<file path="config.mk">
export PLATFORM = sky130hd
export DESIGN_NAME = it_feeder_flat
export DESIGN_NICKNAME = d
export VERILOG_FILES = /design/src/rtl/it_pkg.sv /design/src/rtl/it_feeder_if.sv /design/src/rtl/it_feed_fifo.sv /design/src/rtl/it_feeder.sv /design/src/flat_wrapper.sv
export SDC_FILE = /design/constraint.sdc
export NUM_CORES = 1
export LEC_CHECK = 0
export CAP_MARGIN = 15
export CELL_PAD_IN_SITES_DETAIL_PLACEMENT = 1
export CELL_PAD_IN_SITES_GLOBAL_PLACEMENT = 2
export CORE_ASPECT_RATIO = 0.9
export CORE_MARGIN = 3
export CORE_UTILIZATION = 44
export CTS_BUF_LIST = sky130_fd_sc_hd__clkbuf_2
export DETAILED_ROUTE_END_ITERATION = 7
export PLACE_DENSITY_LB_ADDON = 0.1
export SETUP_SLACK_MARGIN = 0.4
export SLEW_MARGIN = 30
export SYNTH_ARGS = -nofsm -noshare
export SYNTH_HDL_FRONTEND = slang
export SYNTH_SLANG_ARGS = --single-unit
</file>
<file path="constraint.sdc">
create_clock -name clk -period 7.63 [get_ports clk]
set_input_delay 1.9075 -clock clk [delete_from_list [all_inputs] [get_ports clk]]
set_output_delay 1.9075 -clock clk [all_outputs]
set_load 0.005 [all_outputs]
</file>
<file path="src/rtl/it_pkg.sv">
// Shared types and defaults for the IT feeder: data width, parameter defaults
// and the sequencing FSM state encoding.
package it_pkg;

  localparam int DATA_W      = 8;
  localparam int DEPTH_DEF   = 8;
  localparam int GAP_DEF     = 2;
  localparam int TIMEOUT_DEF = 255;
  localparam int WAIT_W      = 8;

  typedef logic [DATA_W-1:0] byte_t;

  typedef enum logic [1:0] {
    ST_IDLE,
    ST_SEND,
    ST_GAP,
    ST_WAIT
  } state_e;

endpackage

</file>
<file path="src/rtl/it_feeder_if.sv">
// Link between the feeder and the IT block: Enter strobe plus byte going out,
// Halt plus result coming back.
interface it_feeder_if;
  import it_pkg::*;

  logic  enter;
  byte_t it_data;
  logic  halt;
  byte_t it_result;

  modport master (
    output enter,
    output it_data,
    input  halt,
    input  it_result
  );

  modport slave (
    input  enter,
    input  it_data,
    output halt,
    output it_result
  );

endinterface

</file>
<file path="src/rtl/it_feed_fifo.sv">
// Byte queue feeding the IT sequencer. Push beyond capacity and pop from empty
// are dropped; flush empties the queue in one cycle and wins over push/pop.
module it_feed_fifo
  import it_pkg::*;
#(
  parameter int DEPTH = DEPTH_DEF
) (
  input  logic  clk,
  input  logic  rst,
  input  logic  push_i,
  input  byte_t data_i,
  input  logic  pop_i,
  input  logic  flush_i,
  output logic  full_o,
  output logic  empty_o,
  output byte_t head_o
);

  localparam int PTR_W = (DEPTH > 1) ? $clog2(DEPTH) : 1;
  localparam int CNT_W = PTR_W + 1;

  byte_t            mem_q [DEPTH];
  logic [PTR_W-1:0] wr_ptr_q;
  logic [PTR_W-1:0] rd_ptr_q;
  logic [CNT_W-1:0] count_q;
  logic             do_push;
  logic             do_pop;

  assign full_o  = (count_q == CNT_W'(DEPTH));
  assign empty_o = (count_q == '0);
  assign do_push = push_i && !full_o && !flush_i;
  assign do_pop  = pop_i && !empty_o && !flush_i;
  assign head_o  = mem_q[rd_ptr_q];

  // Power-of-two depth lets the pointers wrap by plain overflow.
  always_ff @(posedge clk) begin
    if (rst || flush_i) begin
      wr_ptr_q <= '0;
      rd_ptr_q <= '0;
      count_q  <= '0;
    end else begin
      if (do_push) wr_ptr_q <= wr_ptr_q + PTR_W'(1);
      if (do_pop)  rd_ptr_q <= rd_ptr_q + PTR_W'(1);
      case ({do_push, do_pop})
        2'b10:   count_q <= count_q + CNT_W'(1);
        2'b01:   count_q <= count_q - CNT_W'(1);
        default: count_q <= count_q;
      endcase
    end
  end

  always_ff @(posedge clk) begin
    if (do_push) mem_q[wr_ptr_q] <= data_i;
  end

endmodule

</file>
<file path="src/rtl/it_feeder.sv">
// Sends queued host bytes to the IT block one Enter strobe at a time and
// captures the IT result when Halt rises.
//
// state   | meaning
// --------+-----------------------------------------------------------
// ST_IDLE | accepting loads, waiting for Start
// ST_SEND | Enter high for one cycle with the current byte
// ST_GAP  | Enter low for GAP cycles between bytes
// ST_WAIT | all bytes sent, counting cycles until Halt or timeout
module it_feeder
  import it_pkg::*;
#(
  parameter int DEPTH   = DEPTH_DEF,
  parameter int GAP     = GAP_DEF,
  parameter int TIMEOUT = TIMEOUT_DEF
) (
  input  logic         clk,
  input  logic         rst,
  input  logic         load_i,
  input  byte_t        load_data_i,
  input  logic         start_i,
  output logic         full_o,
  output logic         busy_o,
  output byte_t        result_o,
  output logic         done_o,
  output logic         early_o,
  output logic         timeout_o,
  it_feeder_if.master  it_bus
);

  state_e              state_q;
  logic [3:0]          gap_cnt_q;
  logic [WAIT_W-1:0]   wait_cnt_q;
  logic                enter_q;
  logic                busy_q;
  logic                done_q;
  logic                early_q;
  logic                timeout_q;
  byte_t               it_data_q;
  byte_t               result_q;

  logic                fifo_full;
  logic                fifo_empty;
  byte_t               fifo_head;
  logic                idle;
  logic                load_ok;
  logic                start_ok;
  logic                bypass;
  logic                gap_done;
  logic                send_now;
  logic                halt_early;
  logic                fifo_push;
  logic                fifo_pop;

  assign idle       = (state_q == ST_IDLE);
  assign load_ok    = idle && load_i && !fifo_full;
  assign start_ok   = idle && start_i && (!fifo_empty || load_ok);
  // Load+Start into an empty queue: the new byte goes straight onto the bus.
  assign bypass     = start_ok && fifo_empty;
  assign gap_done   = (state_q == ST_GAP) && (gap_cnt_q == '0);
  assign halt_early = it_bus.halt && ((state_q == ST_SEND) || (state_q == ST_GAP));
  assign send_now   = start_ok || (gap_done && !it_bus.halt);
  assign fifo_push  = load_ok && !bypass;
  assign fifo_pop   = send_now && !fifo_empty;

  it_feed_fifo #(
    .DEPTH (DEPTH)
  ) u_fifo (
    .clk     (clk),
    .rst     (rst),
    .push_i  (fifo_push),
    .data_i  (load_data_i),
    .pop_i   (fifo_pop),
    .flush_i (halt_early),
    .full_o  (fifo_full),
    .empty_o (fifo_empty),
    .head_o  (fifo_head)
  );

  always_ff @(posedge clk) begin
    if (rst) begin
      state_q    <= ST_IDLE;
      gap_cnt_q  <= '0;
      wait_cnt_q <= '0;
      enter_q    <= 1'b0;
      busy_q     <= 1'b0;
      done_q     <= 1'b0;
      early_q    <= 1'b0;
      timeout_q  <= 1'b0;
      it_data_q  <= '0;
      result_q   <= '0;
    end else begin
      enter_q <= 1'b0;
      case (state_q)
        ST_IDLE: begin
          if (start_ok) begin
            state_q   <= ST_SEND;
            busy_q    <= 1'b1;
            enter_q   <= 1'b1;
            it_data_q <= bypass ? load_data_i : fifo_head;
            done_q    <= 1'b0;
            early_q   <= 1'b0;
            timeout_q <= 1'b0;
          end
        end

        ST_SEND: begin
          if (it_bus.halt) begin
            state_q  <= ST_IDLE;
            busy_q   <= 1'b0;
            result_q <= it_bus.it_result;
            done_q   <= 1'b1;
            early_q  <= 1'b1;
          end else if (fifo_empty) begin
            state_q    <= ST_WAIT;
            wait_cnt_q <= '0;
          end else begin
            state_q   <= ST_GAP;
            gap_cnt_q <= 4'(GAP - 1);
          end
        end

        ST_GAP: begin
          if (it_bus.halt) begin
            state_q  <= ST_IDLE;
            busy_q   <= 1'b0;
            result_q <= it_bus.it_result;
            done_q   <= 1'b1;
            early_q  <= 1'b1;
          end else if (gap_done) begin
            state_q   <= ST_SEND;
            enter_q   <= 1'b1;
            it_data_q <= fifo_head;
          end else begin
            gap_cnt_q <= gap_cnt_q - 4'd1;
          end
        end

        ST_WAIT: begin
          wait_cnt_q <= wait_cnt_q + WAIT_W'(1);
          if (it_bus.halt) begin
            state_q  <= ST_IDLE;
            busy_q   <= 1'b0;
            result_q <= it_bus.it_result;
            done_q   <= 1'b1;
          end else if (wait_cnt_q == WAIT_W'(TIMEOUT - 1)) begin
            // Counter is about to reach TIMEOUT with no Halt seen.
            state_q   <= ST_IDLE;
            busy_q    <= 1'b0;
            timeout_q <= 1'b1;
          end
        end

        default: begin
          state_q <= ST_IDLE;
          busy_q  <= 1'b0;
        end
      endcase
    end
  end

  assign full_o         = fifo_full;
  assign busy_o         = busy_q;
  assign result_o       = result_q;
  assign done_o         = done_q;
  assign early_o        = early_q;
  assign timeout_o      = timeout_q;
  assign it_bus.enter   = enter_q;
  assign it_bus.it_data = it_data_q;

endmodule

</file>
<file path="src/flat_wrapper.sv">
// flat-port wrapper written by rule: the top's interface ports become plain ports
module it_feeder_flat import it_pkg::*;
#(
  parameter int DEPTH   = DEPTH_DEF,
  parameter int GAP     = GAP_DEF,
  parameter int TIMEOUT = TIMEOUT_DEF
)
  (clk, rst, load_i, load_data_i, start_i, full_o, busy_o, result_o, done_o, early_o, timeout_o, it_bus_enter, it_bus_it_data, it_bus_halt, it_bus_it_result);
  it_feeder_if it_bus_i ();
  input  logic clk;
  input  logic rst;
  input  logic load_i;
  input  byte_t load_data_i;
  input  logic start_i;
  output logic full_o;
  output logic busy_o;
  output byte_t result_o;
  output logic done_o;
  output logic early_o;
  output logic timeout_o;
  output wire logic [$bits(it_bus_i.enter)-1:0] it_bus_enter;
  output wire logic [$bits(it_bus_i.it_data)-1:0] it_bus_it_data;
  input wire logic [$bits(it_bus_i.halt)-1:0] it_bus_halt;
  input wire logic [$bits(it_bus_i.it_result)-1:0] it_bus_it_result;
  assign it_bus_enter = it_bus_i.enter;
  assign it_bus_it_data = it_bus_i.it_data;
  assign it_bus_i.halt = it_bus_halt;
  assign it_bus_i.it_result = it_bus_it_result;
  it_feeder #(.DEPTH(DEPTH), .GAP(GAP), .TIMEOUT(TIMEOUT)) u_core (.clk(clk), .rst(rst), .load_i(load_i), .load_data_i(load_data_i), .start_i(start_i), .full_o(full_o), .busy_o(busy_o), .result_o(result_o), .done_o(done_o), .early_o(early_o), .timeout_o(timeout_o), .it_bus(it_bus_i));
endmodule
</file>
Word level (Yosys, flattened, before mapping). Memory sizes are Yosys's and may differ from the RTL's. A register that Yosys moved wholly into a read port is not among the register bits. Index checks and enable logic that the tools add are counted.

Muxes and demuxes: 42. Reduce and logical (&&, ||, !) cells: 43. Add/subtract/negate cells: 6. Eq/ne operators: 20.

Operators with widths (number): $mux 8 (6); $pmux 8 s2 (2); $mux 4 (4); $pmux 4 s2 (2); $logic_and 1x1->1 (14); $mux 1 (14); $mux 2 (6); $ne 2x2->1 const B (6); $reduce_and 3->1 (4); $reduce_bool 2->1 (6); $ne 2x1->1 const B (5); $add 8x1->8 const B (1); $eq 8x8->1 const B (1); $logic_not 4->1 (2); $pmux 1 s2 (4); $pmux 2 s4 (1); $reduce_and 4->1 (2); $sub 4x1->4 const B (2); $add 3x1->3 const B (2); $eq 2x2->1 const B (3); $mux 3 (2); $ne 3x2->1 const B (2); $logic_not 1->1 (5); $reduce_and 5->1 (1); 9 further kinds (14).

Memories: 1. Logic and storage cells: 125. Input port bits: 21. Bits in writable memories: 64. Output and inout bits: 22. Bits in registers: 45.

Memories: u_core.u_fifo.mem_q (depth 8, width 8, read ports 1, clocked after Yosys merged registers in 1, wr ports 1, RTL line it_feed_fifo.sv:22) `byte_t mem_q [DEPTH];`.

Longest topological paths before layout. Gate-level depths: netlist (run 1).

Depth after elaboration: 12. Mapped depth: 13. Gate-level depth less buffers: 12.

Cells and area by module. Synthesis (run 1) repeated with hierarchy kept, for this count alone.

Cell total of the unflattened synthesis: 372. Area, all modules: 5043.6 um2.

By module, submodules not included: it_feed_fifo (seq. area each 2182.1 um2, cells an instance 173, area each 3178.0 um2, instances 1); it_feeder (seq. area each 700.7 um2, cells an instance 199, area each 1865.5 um2, instances 1).

Least setup slack after synthesis (run 1). No wires, ideal clock.

Path type: input port to flip-flop. Start point: in it_bus_halt. End point: reg u_core.u_fifo.count_q[2]. Library setup time: 71 ps. Stages on the path: 10. Required time: 7559 ps. Slack: 3857 ps. Buffers on the path: 1. Arrival: 3702 ps. Path through: clkbuf_1 -> o21ai_0 -> and3_1 -> ha_1 -> xor2_1 -> ha_1 -> a21oi_1 -> xor2_1 -> or3_1 -> a21oi_1.

Cells in the longest elaborated chain, start to end: 8. Elaborated cells on any way between the ends: 14. Classes of those cells: 2 x eq/ne; 1 x mux; 11 x reduce/logical.

Ends and longest elaborated chain: from (decl) (RTL line flat_wrapper.sv:23) `input wire logic [$bits(it_bus_i.halt)-1:0] it_bus_halt;`; $logic_not 1->1 (RTL line it_feeder.sv:62) `assign send_now = start_ok || (gap_done && !it_bus.halt);`; $logic_and 1x1->1 (RTL line it_feeder.sv:62); $logic_or 1x1->1 (RTL line it_feeder.sv:62); $logic_and 1x1->1 (RTL line it_feeder.sv:64) `assign fifo_pop = send_now && !fifo_empty;`; $logic_and 1x1->1 (RTL line it_feed_fifo.sv:32) `assign do_pop = pop_i && !empty_o && !flush_i;`; $logic_and 1x1->1 (*) (RTL line it_feed_fifo.sv:32); net u_core.u_fifo.do_pop (RTL line it_feed_fifo.sv:27) `logic do_pop;`; $eq 2x1->1 or $eq 2x2->1 (tied branches) (RTL line it_feed_fifo.sv:44) `case ({do_push, do_pop})`; $pmux 4 s2 or $reduce_bool 2->1 (tied branches); to (signal assigned) (RTL line it_feed_fifo.sv:45) `2'b10: count_q <= count_q + CNT_W'(1);`; to (signal assigned) (RTL line it_feed_fifo.sv:46) `2'b01: count_q <= count_q - CNT_W'(1);`; to (signal assigned) (RTL line it_feed_fifo.sv:47) `default: count_q <= count_q;`; to (decl) (RTL line it_feed_fifo.sv:25) `logic [CNT_W-1:0] count_q;`.

Mark *: on every way through the listed nets, which the timed path passes. The rest lies on a longest branch. A chain may end at the register's enable or synchronous reset.

Final worst setup path (run 1).
Start point: in it_bus_halt. End point: reg u_core.u_fifo.count_q[2].

Cells in the longest elaborated chain, start to end: 8. Elaborated cells on any way between the ends: 14. Classes of those cells: 2 x eq/ne; 1 x mux; 11 x reduce/logical.

Ends and longest elaborated chain (RTL line): $logic_not 1->1 (it_feeder.sv:62); $logic_and 1x1->1 (it_feeder.sv:62); $logic_or 1x1->1 (it_feeder.sv:62); $logic_and 1x1->1 (it_feeder.sv:64); $logic_and 1x1->1 (2 in a row) (it_feed_fifo.sv:32); $eq 2x1->1 or $eq 2x2->1 (tied branches) (it_feed_fifo.sv:44); $pmux 4 s2 or $reduce_bool 2->1 (tied branches).

Parallel ways exist; a longest one is shown, timed or not.

==> results of run 1 <==
## report_power, final
part | internal, uW | switching, uW
Combinational | 227 | 267
Clock | 80.6 | 196
Sequential | 703 | 56.9
Total | 1010 | 520
## state kept, by name, indices dropped and copies added, names as in the netlist, 2 cells and up, named ones only
name / cells
u_core.result_o: 8
u_core.it_bus.it_data: 8
u_core.state_q: 2
u_core.wait_cnt_q: 8
u_core.gap_cnt_q: 4
u_core.u_fifo.wr_ptr_q: 3
u_core.u_fifo.count_q: 4
u_core.u_fifo.mem_q: 64
u_core.u_fifo.rd_ptr_q: 3
## cells in the mapped netlist, types with 3 or more instances
| cell type | n | share of area [%] |
|---|---|---|
| edfxtp_1 | 64 | 40 |
| mux4_2 | 16 | 7.5 |
| mux2_2 | 3 | 0.70 |
| nand2b_1 | 10 | 1.3 |
| a32o_1 | 9 | 1.9 |
| o21ai_0 | 13 | 1.4 |
| clkbuf_1 | 8 | 0.62 |
| inv_1 | 12 | 0.93 |
| buf_2 | 5 | 0.52 |
| ha_1 | 13 | 3.4 |
| mux2i_1 | 4 | 0.83 |
| o31ai_1 | 3 | 0.47 |
| nand2_1 | 31 | 2.4 |
| xor2_1 | 3 | 0.55 |
| a2bb2oi_1 | 9 | 1.6 |
| or3_1 | 18 | 2.3 |
| nand3_1 | 7 | 0.73 |
| o21a_1 | 5 | 0.78 |
| nor2_1 | 28 | 2.2 |
| a21oi_1 | 31 | 3.2 |
| nor3_1 | 6 | 0.62 |
| dfxtp_1 | 48 | 20 |
## worst max path at each step
stage | start | to | slack [ns]
2_1_floorplan | it_bus_halt | u_core.u_fifo.count_q[2] | 3.86
3_3_place_gp | it_bus_halt | u_core.u_fifo.mem_q[1][1] | 3.00
3_5_place_dp | it_bus_halt | u_core.u_fifo.mem_q[0][4] | 2.83
4_1_cts | it_bus_halt | u_core.u_fifo.mem_q[1][1] | 3.52
5_1_grt | u_core.u_fifo.count_q[0] | full_o | 3.42
6_report | it_bus_halt | u_core.u_fifo.count_q[2] | 3.60
## worst register-to-register path, delay by kind of cell, from the launching register on
kind	cells	cell delay, ns
DFF	1	0.42
xor gates and xnor gates	2	0.34
buffers and inverters	1	0.11
adders and majority gates	3	0.79
and+or+nand+nor	3	0.90
AOI/OAI and AO/OA	3	0.62
## per-layer routing
layer	part of all wire, %	routed length, um	track usage, %
met1	50	5480	28.8
met2	45	4920	27.9
met3	5.0	549	4.13
met4	0.32	35	4.39
met5	0	0	0
## per-stage QoR
step	hold WS (ns)	util [%]	cell area, um^2	total power [uW]	instances
2_1_floorplan	0.448	-	4820	1090	383
3_3_place_gp	0.443	50.9	5330	1260	539
3_5_place_dp	0.453	50.9	5330	1270	539
4_1_cts	0.480	52.1	5450	1550	554
5_1_grt	0.503	52.2	5460	1640	554
6_report	0.477	52.2	5460	1530	554
## cell type report
cell class / count / area, um^2 / share of cell area (%)
Sequential cell: 112 / 2880 / 52.8
Multi-Input combinational cell: 242 / 1820 / 33.3
Timing Repair Buffer: 43 / 428 / 7.83
Tap cell: 129 / 161 / 2.95
Clock inverter: 6 / 76.3 / 1.40
Inverter: 13 / 48.8 / 0.893
Clock buffer: 9 / 45.0 / 0.825
## logic make-up after synthesis
kind of cell,after synthesis,synth area share [%]
simple gates,118,12.4
flops,112,59.8
compound gates,85,12.1
fa+ha+maj,13,3.38
xor+xnor,3,0.546
buf+inv,29,2.70
mux,23,9.01
==> summary.txt, run 1 <==
Clk_skew = 0.0311 ns
Setup crit start kind = input pin
CTS buffer count = 9
Final net count = 455
FF+latch count, synth = 112
Final setup fails = 0
Max-Cap Viols = 0
I/O Buffers = 42
Final setup TNS = 0 ns
Synth async-reset ratio = 0%
Most frequent cells in the layout = edfxtp_1, dfxtp_1, clkdlybuf4s50_1, nand2_1, a21oi_1
Post-synth EDFFs = 64
Crit Path Max Fanout = 13
Cell row count = 35
Least-Margin Pin Slew = 0.838 ns
Initial antenna violation count = 0
WL/cell = 19.8 um
Vias in the first global route = 3311
Tmin final = 4.03 ns
Slew Viols, Final = 0
Bufs and invs on worst path = 1
Final setup margin = 3.60 ns
Post-Place Worst Slack = 2.83 ns
CTS H-tree depth = 3
CP required = 8.16 ns
P&R area growth vs syn = 13.4%
Cells on worst reg2reg path = 12
Peak supply drop = 148 uV
Fmax = 248 MHz
R2R Path End = u_core.u_fifo.count_q[2]
Final hold viol count = 0
Share of cells above drive strength 1 = 10.6%
Crit path kind = in -> reg
Pin count of the biggest net entering global routing = 24
Gate Count Post-Synth = 383
Hold path cells = 2
Vias post-DR = 3189
Syn Nets = 417
DP Wirelength = 7880 um
Chip height = 105 um
Register area share after synthesis = 59.8%
Drt pass-1 iters = 4
Family with the most delay on the worst path = buffers and inverters
Routability cong. = 0.790
First-pass GRT wire length = 17800 um
Chip width = 116 um
WHS Endpoint = u_core.result_o[2]
CTS Sinks = 112
Clock root buffer master = clkbuf_2
CP max-delay cell = clkdlybuf4s50_1
Crit path depth = 10
HP Start = u_core.result_o[2]
# diodes = 0
Grt ovf = 0
Synth Area per Inst = 12.6 um^2
GRT Overall Usage = 19.0%
Slew margin rel. = 43.9%
Status = finished clean
Hold Path Class = reg -> reg
DRT iter0 DRCs = 201
Cell variety after synth = 47
Postcts setup bufs = 0
R2R setup slack = 4.39 ns
CP endpoint kind = flip-flop
Die ar. = 0.0122 mm^2
Clock Path Buffers = 2
Synthesized cell area = 0.00482 mm^2
Worst-skew pair later-pin latency = 0.59 ns
Leakage = 0.00179 uW
Critical path data arrival time = 4.56 ns
Core area = 0.0105 mm^2
R2r startpoint = u_core.state_q[0]
RSZ-0062 raised after global routing = no
Total wire length = 11000 um
Most used DFF post-synth = edfxtp_1
Starting Density = 46.0%
DRC = 0
Ports = 43
Number of vias per cell = 5.76
Final period utilization = 52.8%
# resized after CTS = 0
FILL cells = 1091
Antenna Nets Post-Route = 0
CTS clk-pin slew, worst paths = 0.29 ns
Pwr per Cell Area = 280 mW/mm^2
Commonest non-fill, non-tap cell in the layout = edfxtp_1
CTS tree = yes
Synth Warn # = 0
Hold Buf Count CTS = 0
Crit path largest cell delay = 0.65 ns
Cell Chain, Critical Path = clkdlybuf4s50_1 -> nand2_1 -> o2111ai_1 -> ha_1 -> xor2_1 -> ha_1 -> a21oi_1 -> xor2_1 -> or3_1 -> a21oi_1
(Power assumes the default switching activity.)
==> run 2: changes to the inputs <==
--- a/config.mk
+++ b/config.mk
@@ -10,7 +10,7 @@
 export CELL_PAD_IN_SITES_GLOBAL_PLACEMENT = 2
 export CORE_ASPECT_RATIO = 0.9
 export CORE_MARGIN = 3
-export CORE_UTILIZATION = 44
+export CORE_UTILIZATION = 37
 export CTS_BUF_LIST = sky130_fd_sc_hd__clkbuf_2
 export DETAILED_ROUTE_END_ITERATION = 7
 export PLACE_DENSITY_LB_ADDON = 0.1
==> constraint.sdc (replaced) <==
create_clock -name clk -period 3.6 [get_ports clk]
set_input_delay 0.9 -clock clk [delete_from_list [all_inputs] [get_ports clk]]
set_output_delay 0.9 -clock clk [all_outputs]
set_load 0.005 [all_outputs]
==> summary.txt, run 2 (same netlist as run 1, synthesis figures left out) <==
Pin count of the biggest net entering global routing = 22 (-8.3%)
Share of cells above drive strength 1 = 13.6% (+3.0 points)
Tmin final = 3.01 ns
DP Wirelength = 7830 um (-0.70%)
HP Start = u_core.result_o[5]
Footprint of the multi-input gates = 0.00181 mm^2 (-0.55%)
R2r startpoint = u_core.state_q[0]
Cells on worst reg2reg path = 12 (unchanged)
Clock share of power = 16.4% (-1.7 points)
Ports = 43 (unchanged)
Vias post-DR = 3229 (+1.3%)
P&R area growth vs syn = 15.9%
GRT Overall Usage = 16.3% (-2.7 points)
R2R Path End = u_core.u_fifo.count_q[2]
CTS H-tree depth = 3 (unchanged)
Comb pwr share = 34.3% (+2.0 points)
Setup crit start kind = flip-flop
Drt pass-1 iters = 4 (unchanged)
Grt ovf = 0 (unchanged)
Status = finished clean
Commonest non-fill, non-tap cell in the layout = edfxtp_1
Number of vias per cell = 5.37 (-6.7%)
CTS tree = yes
Final net count = 470 (+3.3%)
Antenna Nets Post-Route = 0 (unchanged)
Routability cong. = 0.771 (-2.4%)
Core area = 0.0124 mm^2 (+18%)
Int Pwr = 2100 uW (+110%)
Hold WS = 0.475 ns (-0.00158 ns)
Family with the most delay on the worst path = simple AND/OR/NAND/NOR gates
Most flop-heavy register = u_core.u_fifo.mem_q
Cell Chain, Critical Path = or3_1 -> nor2_1 -> clkdlybuf4s50_1
CP endpoint kind = output pin
Final setup TNS = 0 ns (unchanged)
CTS Sinks = 112 (unchanged)
Hold path cells = 2 (unchanged)
Crit path largest cell delay = 0.51 ns (-0.14 ns)
FILL cells = 1330 (+22%)
Crit Path Max Fanout = 8 (-5)
Most frequent cells in the layout = edfxtp_1, dfxtp_1, clkdlybuf4s50_1, nand2_1, a21oi_1
R2R setup slack = 0.75 ns (-3.64 ns)
Switching Share = 34.7% (+0.74 points)
Total wire length = 11200 um (+2.3%)
DRC = 0 (unchanged)
Final hold viol count = 0 (unchanged)
Slew margin rel. = 42.3% (-1.6 points)
Vias in the first global route = 3284 (-0.82%)
Max-Cap Viols = 0 (unchanged)
Peak supply drop = 295 uV (+100%)
DRT iter0 DRCs = 201 (unchanged)
Psw = 1120 uW (+110%)
CP required = 2.70 ns (-5.46 ns)
Crit path kind = reg -> out
Max reg flops = 64 (unchanged)
First-pass GRT wire length = 18100 um (+1.5%)
Final setup fails = 0 (unchanged)
Flop pwr share = 49.3% (-0.3 points)
Starting Density = 39.0% (-7.1 points)
Leakage = 0.00185 uW (+3.2%)
RSZ-0062 raised after global routing = yes
Postcts setup bufs = 0 (unchanged)
Hold Path Class = reg -> reg
CTS buffer count = 9 (unchanged)
Clk_skew = 0.0326 ns (+0.00156 ns)
Least-Margin Pin Slew = 0.864 ns (+0.0260 ns)
Clock root buffer master = clkbuf_2
I/O Buffers = 42 (unchanged)
Chip height = 114 um (+8.5%)
Bufs and invs on worst path = 1 (unchanged)
WHS Endpoint = u_core.result_o[5]
Critical path data arrival time = 2.11 ns (-2.45 ns)
Cell row count = 38 (+8.6%)
Final period utilization = 83.7%
CTS clk-pin slew, worst paths = 0.30 ns (about the same)
CP max-delay cell = clkdlybuf4s50_1
WL/cell = 18.7 um (-5.7%)
Slew Viols, Final = 0 (unchanged)
Reg area = 0.00289 mm^2 (about the same)
Fmax = 332 MHz
Pwr per Cell Area = 576 mW/mm^2 (+110%)
Initial antenna violation count = 0 (unchanged)
Chip width = 126 um (+8.6%)
# diodes = 0 (unchanged)
Die ar. = 0.0144 mm^2 (+18%)
Clock Path Buffers = 2 (unchanged)
Worst-skew pair later-pin latency = 0.61 ns (+0.02 ns)
[run 2: changes by cell type in the layout (fill, tap and decap cells not counted), sizes merged]
cell      change
buf          +15
clkinv        +2
bufinv        -1
clkinvlp      +1
inv           -1
[run 2: power groups by stage]
stage	logic (uW)	clock network [uW]	registers, uW
5_1_grt	1220	611	1610
2_1_floorplan	736	0	1580
3_5_place_dp	1120	0	1610
3_3_place_gp	1100	0	1610
6_report	1100	526	1590
4_1_cts	1120	562	1590
[run 2: final cells by class]
class	instances	area share, %
Timing Repair Buffer	58	9.68
Clock buffer	9	0.807
Clock inverter	7	0.986
Sequential cell	112	51.7
Inverter	13	0.874
Multi-Input combinational cell	242	32.4
Tap cell	160	3.59
[run 2: tightest hold or removal path, stage by stage (launching register included)]
cell	delay, ns
dfxtp_1	0.38
nand2_1	0.05
a21oi_1	0.05
[run 2: how the worst max path moves through the flow]
stage / endpoint / slack [ns] / from / cells past startpoint
floorplan: u_core.u_fifo.count_q[2] / 0.83 / it_bus_halt / 10
global placement: u_core.u_fifo.count_q[2] / 0.41 / it_bus_halt / 10
detailed placement: u_core.u_fifo.count_q[2] / 0.33 / start_i / 11
CTS: full_o / 0.45 / u_core.u_fifo.count_q[0] / 3
global route: full_o / 0.36 / u_core.u_fifo.count_q[0] / 3
finish: full_o / 0.59 / u_core.u_fifo.count_q[0] / 3
[run 2: metal layers]
metal  wire length (um)  vias up  global-route usage (%)
met3                457        2                    4.43
li1                   -     1559                       -
met5                  0        -                       0
met2               5290       59                    25.2
met1               5430     1609                    23.0
met4                 44        0                    3.93
[run 2: per-stage QoR]
step / setup WS (ns) / total power [uW] / area [um^2] / utilization [%] / cells
after detailed placement: 0.329 / 2730 / 5480 / 44.3 / 585
after global placement: 0.409 / 2700 / 5480 / 44.3 / 585
after CTS: 0.447 / 3270 / 5580 / 45.2 / 601
after floorplan: 0.835 / 2320 / 4820 / - / 383
final: 0.586 / 3220 / 5580 / 45.2 / 601
after global routing: 0.364 / 3440 / 5580 / 45.2 / 601
[run 2: what timing repair did]
item                       CTS  global route
setup endpoints to repair    0             2
hold endpoints to repair     0             0
gates resized for setup      0             3
hold buffers                 0             0
==> run 3: changes to the inputs <==
--- a/config.mk
+++ b/config.mk
@@ -10,7 +10,7 @@
 export CELL_PAD_IN_SITES_GLOBAL_PLACEMENT = 2
 export CORE_ASPECT_RATIO = 0.9
 export CORE_MARGIN = 3
-export CORE_UTILIZATION = 37
+export CORE_UTILIZATION = 41
 export CTS_BUF_LIST = sky130_fd_sc_hd__clkbuf_2
 export DETAILED_ROUTE_END_ITERATION = 7
 export PLACE_DENSITY_LB_ADDON = 0.1
==> constraint.sdc (replaced) <==
create_clock -name clk -period 2.8 [get_ports clk]
set_input_delay 0.7 -clock clk [delete_from_list [all_inputs] [get_ports clk]]
set_output_delay 0.7 -clock clk [all_outputs]
set_load 0.005 [all_outputs]
==> summary.txt, run 3 (same netlist as run 1, synthesis figures left out) <==
Status = finished clean
Final setup margin = 0.405 ns (-0.181 ns)
Starting Density = 43.3% (+4.3 points)
Hold WS = 0.479 ns (+0.00371 ns)
FILL cells = 1175 (-12%)
DP Wirelength = 8270 um (+5.7%)
Met2 wire length = 5810 um (+9.8%)
Max reg flops = 64 (unchanged)
Final net count = 492 (+4.7%)
DRT iter0 DRCs = 197 (-2.0%)
Cell Chain, Critical Path = or3_4 -> buf_6 -> o2111ai_4 -> ha_4 -> xor2_2 -> ha_2 -> a21oi_2 -> xor2_1 -> or3_1 -> a21oi_1
Cells on worst reg2reg path = 10 (-2)
Crit path largest cell delay = 0.42 ns (-0.09 ns)
Final hold viol count = 0 (unchanged)
Switching Share = 33.9% (-0.85 points)
CTS H-tree depth = 3 (unchanged)
CP endpoint = u_core.u_fifo.count_q[2]
Setup crit start kind = flip-flop
DRC = 0 (unchanged)
Post-Place Worst Slack = -0.0558 ns (-0.385 ns)
Psw = 1550 uW (+38%)
WL/cell = 19.1 um (+2.2%)
WL met1 = 5390 um (-0.88%)
Clk_skew = 0.0275 ns (-0.00514 ns)
R2R Path End = u_core.u_fifo.count_q[2]
Peak supply drop = 373 uV (+26%)
Pwr per Cell Area = 773 mW/mm^2 (+34%)
Final period utilization = 85.5%
Commonest non-fill, non-tap cell in the layout = edfxtp_1
First-pass GRT wire length = 18600 um (+3.1%)
Fmax = 418 MHz
Total wire length = 11800 um (+4.7%)
Crit path kind = reg -> reg
Flop pwr share = 44.3% (-5.0 points)
Least-Margin Pin Slew = 0.797 ns (-0.0670 ns)
Vias in the first global route = 3447 (+5.0%)
Pin count of the biggest net entering global routing = 23 (+4.5%)
Total power = 4560 uW (+42%)
GRT Overall Usage = 18.9% (+2.6 points)
Crit Path Max Fanout = 3 (-5)
Clock share of power = 16.9% (+0.5 points)
Comb pwr share = 38.8% (+4.5 points)
Highest routed metal layer = met4
P&R area growth vs syn = 22.6%
Share of cells above drive strength 1 = 22.5% (+8.9 points)
Antenna Nets Post-Route = 0 (unchanged)
CP startpoint = u_core.u_fifo.count_q[1]
CP max-delay cell = dfxtp_4
Max-Cap Viols = 0 (unchanged)
CTS buffer count = 9 (unchanged)
Leakage = 0.00199 uW (+7.4%)
Slew Viols, Final = 0 (unchanged)
Finished Layout Cells = 616 (+2.5%)
Critical path data arrival time = 2.96 ns (+0.85 ns)
Ports = 43 (unchanged)
Number of vias per cell = 5.46 (+1.7%)
Vias post-DR = 3365 (+4.2%)
Clock root buffer master = clkbuf_2
Drt pass-1 iters = 4 (unchanged)
Most flop-heavy register = u_core.u_fifo.mem_q
CP required = 3.36 ns (+0.66 ns)
Worst-skew pair later-pin latency = 0.62 ns (about the same)
I/O Buffers = 42 (unchanged)
CTS tree = yes
Tmin final = 2.40 ns
Initial antenna violation count = 1 (+1)
Core area = 0.0111 mm^2 (-10%)
Chip height = 109 um (-4.7%)
Chip width = 120 um (-4.8%)
R2r startpoint = u_core.u_fifo.count_q[1]
R2R setup slack = 0.40 ns (-0.35 ns)
Most frequent cells in the layout = edfxtp_1, dfxtp_1, clkdlybuf4s50_1, buf_4
Placed insts = 588 (+0.51%)
CTS clk-pin slew, worst paths = 0.29 ns (about the same)
Util after Layout = 53.1% (+7.9 points)
CP endpoint kind = flip-flop
Int Pwr = 3020 uW (+44%)
Routability cong. = 0.737 (-4.4%)
WL met3 = 403 um (-12%)
Clock Path Buffers = 2 (unchanged)
Grt ovf = 0 (unchanged)
RSZ-0062 raised after global routing = yes
CTS Sinks = 112 (unchanged)
Final setup fails = 0 (unchanged)
Slew margin rel. = 46.8% (+4.5 points)
Hold Path Class = reg -> reg
Cell row count = 36 (-5.3%)
Die ar. = 0.0131 mm^2 (-9.3%)
## run 3: cell count changes in the layout (fill, tap and decap cells not counted), moves of 2 or more
| cell | previous run | this run |
|---|---|---|
| inv_2 | 0 | 2 |
| dfxtp_2 | 2 | 5 |
| ha_4 | 0 | 3 |
| dfxtp_1 | 46 | 41 |
| ha_2 | 0 | 2 |
| inv_1 | 12 | 10 |
| ha_1 | 13 | 8 |
| buf_4 | 16 | 34 |
| buf_6 | 0 | 4 |
| dfxtp_4 | 0 | 2 |
| clkinv_2 | 2 | 0 |
## run 3: critical path: cells and delay by family, from the launching register on
kind	cells	cell delay, ns
and+or+nand+nor	2	0.71
DFF	1	0.42
AOI/OAI and AO/OA	3	0.42
xor gates and xnor gates	2	0.30
buffers and inverters	1	0.14
adders and majority gates	2	0.37
## run 3: power by group through the flow
stage          clock (uW)  combinational [uW]  sequential, uW
2_1_floorplan           0                 986            2040
3_3_place_gp            0                1520            2060
3_5_place_dp            0                1550            2070
4_1_cts               804                1680            2020
5_1_grt               876                1930            2040
6_report              772                1770            2020
## run 3: worst min path at each step
stage | start | to | depth (start not counted) | slack [ns]
global placement | u_core.result_o[4] | u_core.result_o[4] | 2 | 0.44
finish | u_core.result_o[1] | u_core.result_o[1] | 2 | 0.48
global route | u_core.result_o[3] | u_core.result_o[3] | 2 | 0.51
floorplan | u_core.gap_cnt_q[1] | u_core.gap_cnt_q[1] | 2 | 0.45
CTS | u_core.result_o[5] | u_core.result_o[5] | 2 | 0.48
detailed placement | u_core.result_o[3] | u_core.result_o[3] | 2 | 0.45
## run 3: stage by stage
stage / instance area, um^2 / setup TNS, ns
after CTS: 5800 / 0
after global placement: 5590 / 0
final: 5900 / 0
after detailed placement: 5590 / -0.0558
after floorplan: 4860 / 0
after global routing: 5900 / 0
## run 3: metal layers
| layer | up-vias | GRT usage [%] |
|---|---|---|
| met5 | - | 0 |
| met4 | 0 | 5.99 |
| met3 | 11 | 4.25 |
| met2 | 52 | 31.5 |
| met1 | 1695 | 24.8 |
| li1 | 1607 | - |
## run 3: cell type report
| class | count | area, um^2 | share of cell area (%) |
|---|---|---|---|
| Tap cell | 152 | 190 | 3.22 |
| Inverter | 13 | 48.8 | 0.826 |
| Clock buffer | 9 | 45.0 | 0.763 |
| Timing Repair Buffer | 80 | 716 | 12.1 |
| Multi-Input combinational cell | 242 | 1930 | 32.6 |
| Antenna cell | 1 | 2.50 | 0.0424 |
| Sequential cell | 112 | 2900 | 49.1 |
| Clock inverter | 7 | 80.1 | 1.36 |
## run 3: what timing repair did
item                                    in CTS  in global routing
gates resized for setup                     20                 12
endpoints found under the setup margin      37                 29
pin swaps                                    6                  7
hold buffers                                 0                  0
setup buffers                                6                  5
cloned                                       0                  0
